**src/rtl/iob_rom_np_arb_pkg.sv**
```systemverilog
// Shared definitions for the N-port round-robin ROM front end: port limits,
// pointer sizing and one-hot decoding used by the arbiter and its bench.
package iob_rom_np_arb_pkg;

    localparam int unsigned IOB_ROM_NP_ARB_MAX_PORTS = 16;
    localparam int unsigned IOB_ROM_NP_ARB_IDX_W     = 4;

    // Pointer width for a given port count; a single port still gets one bit.
    function automatic int unsigned ptr_w(input int unsigned n_ports);
        int unsigned w;
        w = 1;
        while ((32'd1 << w) < n_ports) w++;
        return w;
    endfunction

    // Index of the set bit in a one-hot vector (0 when the vector is empty).
    function automatic logic [IOB_ROM_NP_ARB_IDX_W-1:0] onehot_to_idx(
        input logic [IOB_ROM_NP_ARB_MAX_PORTS-1:0] oh
    );
        logic [IOB_ROM_NP_ARB_IDX_W-1:0] idx;
        idx = '0;
        for (int unsigned i = 0; i < IOB_ROM_NP_ARB_MAX_PORTS; i++) begin
            if (oh[i]) idx = idx | IOB_ROM_NP_ARB_IDX_W'(i);
        end
        return idx;
    endfunction

endpackage

```
**src/rtl/iob_rom_sp.sv**
```systemverilog
// Single-port synchronous ROM: registered read, output holds while en is low.
// Contents are a fixed address-derived image selected by HEXFILE.
module iob_rom_sp #(
    parameter string       HEXFILE = "none",
    parameter int unsigned DATA_W  = 32,
    parameter int unsigned ADDR_W  = 10
) (
    input  logic              clk,
    input  logic              en,
    input  logic [ADDR_W-1:0] addr,
    output logic [DATA_W-1:0] rdata
);

    localparam logic [31:0] SEED = (HEXFILE == "none") ? 32'h5A5A_0000 : 32'hC3C3_0000;

    function automatic logic [DATA_W-1:0] rom_word(input logic [ADDR_W-1:0] a);
        return DATA_W'((32'(a) * 32'h9E37_79B1) ^ SEED);
    endfunction

    always_ff @(posedge clk) begin
        if (en) rdata <= rom_word(addr);
    end

endmodule

```
**src/rtl/iob_rr_arb.sv**
```systemverilog
// Round-robin arbiter: one-hot grant searched upward from rr_ptr with wrap;
// the pointer moves just past the served port whenever advance is high.
module iob_rr_arb
    import iob_rom_np_arb_pkg::*;
#(
    parameter int unsigned N_PORTS = 2
) (
    input  logic               clk,
    input  logic               arst_n,
    input  logic [N_PORTS-1:0] req,
    input  logic               advance,
    output logic [N_PORTS-1:0] grant
);

    localparam int unsigned PTR_W = ptr_w(N_PORTS);

    logic [PTR_W-1:0]                    rr_ptr;
    logic [PTR_W-1:0]                    ptr_nxt;
    logic [IOB_ROM_NP_ARB_MAX_PORTS-1:0] grant_ext;
    logic [IOB_ROM_NP_ARB_IDX_W-1:0]     grant_idx;

    always_comb begin
        int unsigned pos;
        logic        found;
        grant = '0;
        found = 1'b0;
        pos   = 0;
        for (int unsigned off = 0; off < N_PORTS; off++) begin
            pos = 32'(rr_ptr) + off;
            if (pos >= N_PORTS) pos = pos - N_PORTS;
            for (int unsigned p = 0; p < N_PORTS; p++) begin
                if (!found && pos == p && req[p]) begin
                    grant[p] = 1'b1;
                    found    = 1'b1;
                end
            end
        end
        // No grant may be offered while reset is held.
        if (!arst_n) grant = '0;
    end

    assign grant_ext = IOB_ROM_NP_ARB_MAX_PORTS'(grant);
    assign grant_idx = onehot_to_idx(grant_ext);

    // Wrap explicitly so non-power-of-two port counts never reach unused codes.
    always_comb begin
        ptr_nxt = rr_ptr;
        if (advance) begin
            if (32'(grant_idx) + 32'd1 >= N_PORTS) ptr_nxt = '0;
            else                                   ptr_nxt = PTR_W'(32'(grant_idx) + 32'd1);
        end
    end

    always_ff @(posedge clk or negedge arst_n) begin
        if (!arst_n) rr_ptr <= '0;
        else         rr_ptr <= ptr_nxt;
    end

endmodule

```
**src/rtl/iob_rom_np_arb.sv**
```systemverilog
// N-port ROM front end: round-robin grant, one shared sync ROM, one-hot rvalid tag.
// Optional output stage via `define IOB_ROM_NP_ARB_OUT_REG_EN (latency 1 -> 2).
module iob_rom_np_arb
    import iob_rom_np_arb_pkg::*;
#(
    parameter string       HEXFILE = "none",
    parameter int unsigned DATA_W  = 32,
    parameter int unsigned ADDR_W  = 10,
    parameter int unsigned N_PORTS = 2
) (
    input  logic                      clk_i,
    input  logic                      arst_n_i,
    input  logic [N_PORTS-1:0]        req_valid_i,
    input  logic [N_PORTS*ADDR_W-1:0] req_addr_i,
    output logic [N_PORTS-1:0]        req_ready_o,
    output logic [N_PORTS-1:0]        rvalid_o,
    output logic [DATA_W-1:0]         rdata_o
);

    logic [N_PORTS-1:0] grant;
    logic [N_PORTS-1:0] accept;
    logic [N_PORTS-1:0] grant_q;
    logic               rom_en;
    logic [ADDR_W-1:0]  rom_addr;
    logic [DATA_W-1:0]  rom_rdata;

    iob_rr_arb #(
        .N_PORTS (N_PORTS)
    ) u_arb (
        .clk     (clk_i),
        .arst_n  (arst_n_i),
        .req     (req_valid_i),
        .advance (rom_en),
        .grant   (grant)
    );

    assign req_ready_o = grant;
    assign accept      = req_valid_i & grant;
    assign rom_en      = |accept;

    // accept is one-hot, so an OR of masked addresses is the mux.
    always_comb begin
        rom_addr = '0;
        for (int unsigned k = 0; k < N_PORTS; k++) begin
            if (accept[k]) rom_addr = rom_addr | req_addr_i[k*ADDR_W +: ADDR_W];
        end
    end

    iob_rom_sp #(
        .HEXFILE (HEXFILE),
        .DATA_W  (DATA_W),
        .ADDR_W  (ADDR_W)
    ) u_rom (
        .clk   (clk_i),
        .en    (rom_en),
        .addr  (rom_addr),
        .rdata (rom_rdata)
    );

    always_ff @(posedge clk_i or negedge arst_n_i) begin
        if (!arst_n_i) grant_q <= '0;
        else           grant_q <= accept;
    end

`ifdef IOB_ROM_NP_ARB_OUT_REG_EN
    logic [N_PORTS-1:0] rvalid_q;
    logic [DATA_W-1:0]  rdata_q;

    always_ff @(posedge clk_i or negedge arst_n_i) begin
        if (!arst_n_i) begin
            rvalid_q <= '0;
            rdata_q  <= '0;
        end else begin
            rvalid_q <= grant_q;
            if (|grant_q) rdata_q <= rom_rdata;
        end
    end

    assign rvalid_o = rvalid_q;
    assign rdata_o  = rdata_q;
`else
    assign rvalid_o = grant_q;
    assign rdata_o  = rom_rdata;
`endif

endmodule

```
**config.mk**
```make
export PLATFORM = sky130hd
export DESIGN_NAME = iob_rom_np_arb
export DESIGN_NICKNAME = d
export VERILOG_FILES = /design/src/rtl/iob_rom_np_arb_pkg.sv /design/src/rtl/iob_rom_sp.sv /design/src/rtl/iob_rr_arb.sv /design/src/rtl/iob_rom_np_arb.sv
export SDC_FILE = /design/constraint.sdc
export NUM_CORES = 1
export LEC_CHECK = 0
export CAP_MARGIN = 15
export CORE_MARGIN = 2
export CORE_UTILIZATION = 53
export DETAILED_ROUTE_END_ITERATION = 8
export PLACE_DENSITY_LB_ADDON = 0.3
export SLEW_MARGIN = 0
export SYNTH_ARGS = -nofsm -noshare
export SYNTH_HDL_FRONTEND = slang
export SYNTH_SLANG_ARGS = --single-unit
export TNS_END_PERCENT = 100
```
**constraint.sdc**
```tcl
create_clock -name clk_i -period 6.3 [get_ports clk_i]
set_clock_uncertainty 0.2 [all_clocks]
set_input_delay 1.26 -clock clk_i [delete_from_list [all_inputs] [get_ports clk_i]]
set_output_delay 1.26 -clock clk_i [all_outputs]
set_load 0.005 [all_outputs]
```
==> results.md <==
* Int Pwr at a little over 2000 µW
* Worst hold path type: flip-flop to flip-flop
* FF+latch area at 1036 µm²
* Area post-placement at 7406 µm²
* Hold EP: u_arb.rr_ptr
* Power density cells at 444.0 nW/µm²
* WL final at between 10000 and 15000 µm
* Pre-Repair DR Iteration Count at 6
* Setup Total Neg Slack at -1.044 ns
* Drc violations at 0
* CP Cell Sequence: buf_6 > buf_6 > a21boi_4 > and2_4 > a22o_4 > fa_1 > inv_2 > fa_1 > fa_1 > inv_2 > fa_1 > inv_2 > fa_1 > inv_2 > ha_4 > and3_4 > and3_4 > and2_4 > o21bai_4 > buf_4 > buf_6 > a21oi_4 > a21boi_2 > xor2_1
* Sequential power share at around 13%
* Max Freq at 154.3 MHz
* Clock sink count at 35
* Psw at 1491 µW
* VDD IR max at 0.3464 mV
* Final period util at 102.9%
* GR Overflow Total at 0
* Flop-to-flop setup slack at between 0.4 and 0.5 ns
* Die Wd at between 100 and 150 µm
* FP Rows at 37
* Synthesis-to-finish area growth at 44.53%
* Num ports at 60
* Most common cell after layout, fill and taps aside: inv_1
* Hold_buf cts at 0
* Post-synth top flop: edfxtp_1
* Diode count at 0
* Fraction of registers with async set or reset after synthesis at under 10%
* Slew Limit Fails at 0
* Critical path class: primary input to flip-flop
* Hold Vio Cnt, Final at 0
* CP max stage delay at 0.59 ns
* TritonCTS clock tree: built
* Routed wire length per instance at about 16 µm
* Crit Reg-Reg Startpoint: u_arb.rr_ptr
* Worst-margin pin slew at 0.4778 ns
* Netlist cell types at 52
* Clock buffer depth at 2
* Hpwl dp at 11900 µm
* Mapped Nets at a little over 700
* CP max-delay cell: fa_1
* Post-synth EDFFs at 32
* Detailed-route via count at 4358
* Number of DRC markers in iteration 0 at 202
* Die Area at 11180 µm²
* Worst Setup Start Kind: primary input
* Ratio of cells with drive above 1 in the final layout at 32.30%
* Worst path most repeated cell: fa_1
* Critical Path RT at 6.15 ns
* Fin Hold WS at 0.4724 ns
* Area contributors post-synth: fa_1 (30%), ha_1 (18%), edfxtp_1 (18%), inv_1 (10%), xnor2_1 (3.8%)
* Normalized max-slew margin at around 68%
* Synth Instances at 528
* Final setup fails at 10
* Post-synth top area share at 30.29%
* Commonest cells after routing, fill and taps aside: inv_1 (140), buf_4 (139), fa_1 (80)
* Critical path buffers and inverters at 8
* Final min period at 6.481 ns
* Total CTS buffers at 5
* Clock transition at the registers of the reported paths at 0.08 ns
* Hold_sp: u_arb.rr_ptr
* Die Y at 105.7 µm
* # nets final at 923
* Vias in the first global route at between 4000 and 5000
* Largest area contributor in the netlist: fa_1
* Routability cong. at about 1
* Failing checks: setup timing
* RSZ-0062 raised after global routing: true
* H-tree levels at 2
* Via density at 4.975
* Status: complete, but fails checks
* Core Box Area at 10180 µm²
* Antenna viol nets, final at 0
* Final Non-Filler Cells at 876
* CP Capture Type: flip-flop
* Largest net degree at the start of global routing at 34
* Switching Share at 42.35%
* Root Buffer: clkbuf_8
* Worst R2R Path Depth at 23
* First-pass GRT wire length at 23070 µm
* Final instance area at 7928 µm²
* FF+latch count, synth at 35
* Max Cap Viol at 0
* Placed cells at around 850
* Clk pwr share at 6.0%
* GRT Total Usage at 26.95%
* Initial core utilization at 53.86%
* Delay-heaviest family, CP: adder cells
* Logic pwr share at 81.3%
* Clock latency on the worst-skew pair at 0.30 ns
* Syn avg cell area at 10.39 µm²
* Antenna violations before repair at 0
* Post-Syn Area at 5485 µm²
* Hold Path Depth at 2
* Number of fill cells at 643
* Port buffer count at 59
* Crit-path max FO at 5
* Worst EP arrival at 6.34 ns
* Multi-input gate area at 4313 µm²
* Part of the Yosys area used for sequential elements at 18.89%
* Leakage at 0.003948 µW
* Reg-to-reg critical path endpoint: u_rom.rdata[27]
* Ys Warns at 0
* Final setup margin at -0.1814 ns
==> registers in the layout, indices dropped and copies added, names as in the netlist <==
name          count
u_rom.rdata      32
rvalid_o          2
u_arb.rr_ptr      1
==> power groups by stage <==
stage,sequential [µW],combinational [µW],clock [µW]
2_1_floorplan,464,1580,0
4_1_cts,449,2720,211
6_report,447,2860,211
3_3_place_gp,451,2490,0
3_5_place_dp,454,2580,0
5_1_grt,453,3170,221
==> worst min-delay path: cells and delay by family (launching register included) <==
kind,cells,cell delay [ns]
compound gates,1,0.09
buf+inv,1,0.11
flops,1,0.43
==> Yosys cell counts, types with 2 or more instances <==
master / number
and2_1: 3
mux2i_1: 2
a21oi_1: 22
nor2_1: 21
o21bai_1: 6
fa_1: 83
nor3_1: 3
dfrtp_1: 3
a22oi_1: 4
xnor2_1: 24
xor2_1: 9
nand2b_1: 5
o21bai_4: 2
nor4b_1: 2
inv_1: 149
or2_2: 2
nor2b_1: 4
and3_1: 4
edfxtp_1: 32
nand3_1: 4
o21a_1: 4
nand2_1: 14
o22ai_1: 2
ha_1: 77
clkbuf_1: 4
a22o_1: 5
o21ai_0: 8
a21o_1: 6
==> metal layers <==
layer	track usage (%)	vias to the layer above	wire, µm
li1	-	2100	-
met1	34.45	2149	6159
met2	48.85	83	7305
met3	2.165	26	370
met4	7.895	0	314
met5	0	-	0
==> through the flow <==
stage	power [µW]	utilization, %	worst slack, ns
after floorplan	2047	-	-0.2039
after global placement	2941	72.72	-0.8471
after detailed placement	3035	72.72	-0.9902
after CTS	3375	75.92	-0.1966
after global routing	3841	77.84	-0.3153
final	3520	77.84	-0.1814
==> worst max path at each step <==
stage | startpoint | end | slack (ns) | cells past startpoint
2_1_floorplan | req_valid_i[0] | u_rom.rdata[31] | -0.20 | 21
3_3_place_gp | req_valid_i[0] | u_rom.rdata[31] | -0.85 | 22
3_5_place_dp | req_valid_i[0] | u_rom.rdata[30] | -0.99 | 22
4_1_cts | req_valid_i[0] | u_rom.rdata[31] | -0.20 | 22
5_1_grt | req_valid_i[0] | u_rom.rdata[27] | -0.32 | 24
6_report | req_valid_i[0] | u_rom.rdata[27] | -0.18 | 24
==> area by class of cell <==
| type | instances | area share (%) |
|---|---|---|
| repair buffers | 207 | 21.97 |
| clock buffers | 5 | 0.8681 |
| clock inverters | 3 | 0.4893 |
| inverters | 149 | 7.055 |
| well taps | 136 | 2.146 |
| flip-flops and latches | 35 | 13.07 |
| multi-input cells | 341 | 54.40 |
==> kinds of logic (layout without fill, tap and decap cells) <==
group,count (synthesis),in the layout,share of synthesized area [%]
adders and majority gates,160,160,47.86
buffers and inverters,153,364,10.47
and+or+nand+nor,69,70,6.455
AOI/OAI and AO/OA,76,76,10.70
muxes,2,2,0.3650
xor gates and xnor gates,33,33,5.269
DFF,35,35,18.89
==> what timing repair did <==
| item | CTS | global route |
|---|---|---|
| pin swaps | 28 | 36 |
| endpoints found under the hold margin | 0 | 0 |
| setup endpoints to repair | 17 | 15 |
| cloned | 1 | 0 |
| buffers inserted | 12 | 9 |
| resized for setup | 33 | 33 |
No activity file was read; power rests on OpenSTA's default activity.
